### src/rtl/mealy_arb_pkg.sv
// Shared types and constants for the two-requester arbiter that time-shares one
// mealy machine.
package mealy_arb_pkg;

  localparam int unsigned NUM_REQ = 2;

  // Symbol presented to the machine, packed as {a, b}.
  typedef logic [1:0] sym_t;

  // Per-symbol machine result.
  typedef logic [1:0] y_t;

  typedef enum logic [1:0] {
    StIdle,
    StFlush,
    StOwn,
    StDrain
  } arb_state_e;

endpackage

### src/rtl/mealy_arbiter_rr_pick2.sv
// Combinational two-way round-robin select. On a tie the requester that did
// not own the machine last time wins.
module rr_pick2 (
  input  logic req0,
  input  logic req1,
  input  logic last,
  output logic any,
  output logic idx
);

  always_comb begin
    any = req0 | req1;
    if (req0 && req1) begin
      idx = ~last;
    end else begin
      idx = req1;
    end
  end

endmodule

### src/rtl/mealy_arbiter.sv
// Round-robin owner arbiter for a single shared mealy machine. Each tenure
// opens with a one-cycle machine reset and closes with a one-cycle drain.
module mealy_arbiter
  import mealy_arb_pkg::*;
(
  input  logic       clk,
  input  logic       rst,
  input  logic       req0,
  input  logic       req1,
  output logic       gnt0,
  output logic       gnt1,
  input  logic [1:0] sym0,
  input  logic [1:0] sym1,
  input  logic       sym0_valid,
  input  logic       sym1_valid,
  output logic       sym0_ready,
  output logic       sym1_ready,
  input  logic       done0,
  input  logic       done1,
  output logic [1:0] y_out,
  output logic       y_valid,
  output logic       y_owner,
  output logic       m_a,
  output logic       m_b,
  output logic       m_rst,
  input  logic [1:0] m_y
);

  logic [NUM_REQ-1:0] req_v;
  logic [NUM_REQ-1:0] valid_v;
  logic [NUM_REQ-1:0] done_v;
  sym_t               sym_v [NUM_REQ];

  arb_state_e         state_q, state_d;
  logic               last_q, last_d;
  logic               owner_q, owner_d;
  logic [NUM_REQ-1:0] gnt_q, gnt_d;
  logic [NUM_REQ-1:0] rdy_q, rdy_d;
  logic               m_a_q, m_a_d;
  logic               m_b_q, m_b_d;
  logic               m_rst_q, m_rst_d;
  logic               pend_q, pend_d;
  y_t                 y_out_q, y_out_d;
  logic               y_valid_q, y_valid_d;
  logic               y_owner_q, y_owner_d;

  logic               pick_any;
  logic               pick_idx;
  logic               hs;
  logic               own_release;
  sym_t               own_sym;

  assign req_v    = {req1, req0};
  assign valid_v  = {sym1_valid, sym0_valid};
  assign done_v   = {done1, done0};
  assign sym_v[0] = sym0;
  assign sym_v[1] = sym1;

  rr_pick2 u_pick (
    .req0 (req0),
    .req1 (req1),
    .last (last_q),
    .any  (pick_any),
    .idx  (pick_idx)
  );

  always_comb begin
    state_d = state_q;
    last_d  = last_q;
    owner_d = owner_q;

    // Non-owner valid/done never reach these terms.
    own_sym     = sym_v[owner_q];
    hs          = (state_q == StOwn) && valid_v[owner_q] && rdy_q[owner_q];
    own_release = done_v[owner_q] || !req_v[owner_q];

    case (state_q)
      StIdle: begin
        if (pick_any) begin
          owner_d = pick_idx;
          state_d = StFlush;
        end
      end
      StFlush: state_d = StOwn;
      StOwn: begin
        if (own_release) begin
          state_d = StDrain;
        end
      end
      StDrain: begin
        last_d  = owner_q;
        state_d = StIdle;
      end
      default: state_d = StIdle;
    endcase
  end

  always_comb begin
    gnt_d = '0;
    // Grant only once OWN is settled, so ready never appears during FLUSH and
    // drops on the release edge itself.
    if ((state_q == StOwn) && (state_d == StOwn)) begin
      gnt_d[owner_q] = 1'b1;
    end
    rdy_d = gnt_d;

    m_rst_d = (state_d == StFlush);
    m_a_d   = hs ? own_sym[1] : 1'b0;
    m_b_d   = hs ? own_sym[0] : 1'b0;
    pend_d  = hs;

    // The machine output for a symbol is valid the cycle after its handshake.
    y_valid_d = pend_q;
    y_out_d   = pend_q ? m_y : y_out_q;
    y_owner_d = pend_q ? owner_q : y_owner_q;
  end

  always_ff @(posedge clk) begin
    if (!rst) begin
      state_q   <= StIdle;
      last_q    <= 1'b1;
      owner_q   <= 1'b0;
      gnt_q     <= '0;
      rdy_q     <= '0;
      m_a_q     <= 1'b0;
      m_b_q     <= 1'b0;
      m_rst_q   <= 1'b1;
      pend_q    <= 1'b0;
      y_out_q   <= '0;
      y_valid_q <= 1'b0;
      y_owner_q <= 1'b0;
    end else begin
      state_q   <= state_d;
      last_q    <= last_d;
      owner_q   <= owner_d;
      gnt_q     <= gnt_d;
      rdy_q     <= rdy_d;
      m_a_q     <= m_a_d;
      m_b_q     <= m_b_d;
      m_rst_q   <= m_rst_d;
      pend_q    <= pend_d;
      y_out_q   <= y_out_d;
      y_valid_q <= y_valid_d;
      y_owner_q <= y_owner_d;
    end
  end

  assign gnt0       = gnt_q[0];
  assign gnt1       = gnt_q[1];
  assign sym0_ready = rdy_q[0];
  assign sym1_ready = rdy_q[1];
  assign m_a        = m_a_q;
  assign m_b        = m_b_q;
  assign m_rst      = m_rst_q;
  assign y_out      = y_out_q;
  assign y_valid    = y_valid_q;
  assign y_owner    = y_owner_q;

endmodule

### config.mk
export PLATFORM = sky130hd
export DESIGN_NAME = mealy_arbiter
export DESIGN_NICKNAME = d
export VERILOG_FILES = /design/src/rtl/mealy_arb_pkg.sv /design/src/rtl/mealy_arbiter_rr_pick2.sv /design/src/rtl/mealy_arbiter.sv
export SDC_FILE = /design/constraint.sdc
export NUM_CORES = 1
export LEC_CHECK = 0
export ABC_AREA = 1
export BUFFER_PORTS_ARGS = -buffer_cell sky130_fd_sc_hd__buf_4
export CAP_MARGIN = 20
export CORE_MARGIN = 2
export CORE_UTILIZATION = 30
export DETAILED_ROUTE_END_ITERATION = 10
export GPL_ROUTABILITY_DRIVEN = 0
export PLACE_DENSITY = 0.51
export SLEW_MARGIN = 20
export SYNTH_ARGS = -nofsm -noshare
export SYNTH_HDL_FRONTEND = slang
export SYNTH_HIERARCHICAL = 1
export SYNTH_SLANG_ARGS = --single-unit
### constraint.sdc
create_clock -name clk -period 1.4 [get_ports clk]
set_input_delay 0.07 -clock clk [delete_from_list [all_inputs] [get_ports clk]]
set_output_delay 0.07 -clock clk [all_outputs]
set_load 0.01 [all_outputs]
==> metrics.cfg <==
[final_layout]
syn_to_final_growth_pct = 39.1
drive_above_1_share = 0.333
final_common_cell = buf_4
n_fill_cell = 212
final_nets = 127
final_cell_mix = buf_4, nand2_1, dfxtp_1
antenna_cells = 0
post-route-util = 0.442

[place]
dp_slack_ns = 0.116
hpwlAfterDp_um = 1010
portBuffers = 24

[power]
ir_drop_v = 0.000698
leakage_nw = 0.450
power_density_nw_per_um2 = 1230

[timing]
rsz0062_at_grt = false
hold_violations = 0
fmax_ghz = 0.814
finalMaxSlewViolations = 0
hold_ws_ns = 0.0172
fin_crit_sh = 0.877
slew_headroom = 0.759
setup_tns_ns = 0
worstMarginPinSlew_ns = 0.358
skew_ns = 0.00253
fin_ws_ns = 0.172
final.min_clock_period_ns = 1.23
setup_violations = 0

[hold_path]
hold_end = y_out[0]$_SDFFE_PN0P_
holdPathStages = 3
min_from = m_y[0]
hold_class = in2reg

[global_route]
grt_max_degree = 9
grt_pass1_vias = 537
gr-total-overflow = 0
grt_pass1_wl_um = 2170
track_usage = 0.115
antenna_found_initial = 0

[routing]
antenna_left = 0
routed_wl_um = 1270
drc = 0
viasPerCell = 4.12
vias = 556
drt-pass1-iter-count = 4
drtIter0Drc = 4
wl_per_cell_um = 9.38

[clock_tree]
cts_tree = yes
cts_buffers = 3
cts_setup_buffers = 0
clockRootBuffer = clkbuf_4
clock_latency_ns = 0.28
clock_sinks = 14
clk_pin_slew_ns = 0.09
ctsResizeCount = 0
h-tree-depth = 1
cts_hold_buf = 0
clock_path_buffers = 2

[synthesis]
netlist_instances = 83
synthDistinctLibCells = 14
synth_top_area_share = 0.454
yosys-top-cells-area = dfxtp_1, nand2_1, ha_1
yosysTopAreaCell = dfxtp_1
synth_nets = 101
yosys_warnings = 6
netlist_area_um2 = 617
synth.avg_cell_area_um2 = 7.43
ys_seq_elements = 14
yosysSeqAreaShare = 0.454

[critical_path]
cp_data_arrival_time_ns = 1.45
worstSetupPathType = reg2reg
timing.rr.start = state_q[0]$_SDFF_PN0_
cp.required_ns = 1.62
reg2reg_depth = 8
cp-end-kind = flop
r2r_setup_slack_ns = 0.17
cp_max_fo = 4
cp-start-kind = flop
r2r-end = rdy_q[0]$_SDFF_PN0_

[floorplan]
die-area_um2 = 2430
core_area_um2 = 1940
die_y_um = 49.3
core.rowCount = 16
initial_core_util = 0.318
ios = 25
die_w_um = 49.3

[run_status]
status = finished, final reports clean

[run]
timing.max_cap.violations = 0

cells in the mapped netlist:
master	number
a21oi_1	7
nand2_1	20
inv_2	1
dfxtp_1	14
buf_6	1
inv_1	12
buf_4	2
ha_1	4
or2_1	1
nor2_2	1
nand3_1	2
nand4_1	1
nor2_1	10
o21ai_0	7
worst max-delay path, cell delays in order, from the launching register on:
cell,delay [ns]
dfxtp_2,0.35
inv_2,0.07
ha_4,0.26
nor2_1,0.04
nor2_1,0.08
nand2_1,0.08
nor2_2,0.08
nand3_1,0.09
nor2_1,0.12
state kept, by name, indices dropped and copies added, names as in the netlist:
name,count
owner_q,1
y_owner,1
rdy_q,2
pend_q,1
m_b,1
state_q,2
m_rst,1
y_valid,1
y_out,2
m_a,1
last_q,1
per-layer routing:
| layer | track usage | routed length, um | part of all wire | vias up |
|---|---|---|---|---|
| li1 | - | - | - | 305 |
| met1 | 0.128 | 598 | 0.47 | 236 |
| met2 | 0.196 | 587 | 0.46 | 15 |
| met3 | 0.0521 | 80 | 0.063 | 0 |
| met4 | 0.0286 | 0 | 0 | 0 |
| met5 | 0 | 0 | 0 | - |
final cells by class:
type	count	area, um2	area share
timing repair buffer	24	180	0.210
multi-input combinational	53	277	0.322
tap	27	33.8	0.0394
clock buffer	4	36.3	0.0423
inverter	13	48.8	0.0569
sequential	14	283	0.329
power breakdown:
part           switching, mW  internal (mW)
clock                  0.131          0.158
sequential            0.0366          0.442
combinational          0.156          0.129
how the worst max path moves through the flow:
stage	from	to	cells past startpoint	slack [ns]
floorplan	state_q[0]$_SDFF_PN0_	rdy_q[1]$_SDFF_PN0_	8	0.23
global placement	state_q[0]$_SDFF_PN0_	rdy_q[0]$_SDFF_PN0_	8	0.17
detailed placement	state_q[0]$_SDFF_PN0_	rdy_q[0]$_SDFF_PN0_	8	0.12
CTS	state_q[0]$_SDFF_PN0_	rdy_q[0]$_SDFF_PN0_	8	0.1
global route	state_q[0]$_SDFF_PN0_	rdy_q[0]$_SDFF_PN0_	8	0.01
finish	state_q[0]$_SDFF_PN0_	rdy_q[0]$_SDFF_PN0_	8	0.17
metrics by stage:
step	cell area (um2)	total power, mW	cells
after global placement	805	0.747	131
after CTS	841	1.04	135
after global routing	858	1.15	135
after detailed placement	805	0.745	131
after floorplan	617	0.659	83
final	858	1.05	135
cells by family (layout without fill, tap and decap cells):
group,after synthesis,after routing,share of synthesized area
adders and majority gates,4,4,0.0811
buffers and inverters,16,41,0.122
and+or+nand+nor,35,35,0.229
AOI/OAI and AO/OA,14,14,0.114
DFF,14,14,0.454
No activity file was read; power rests on OpenSTA's default activity.
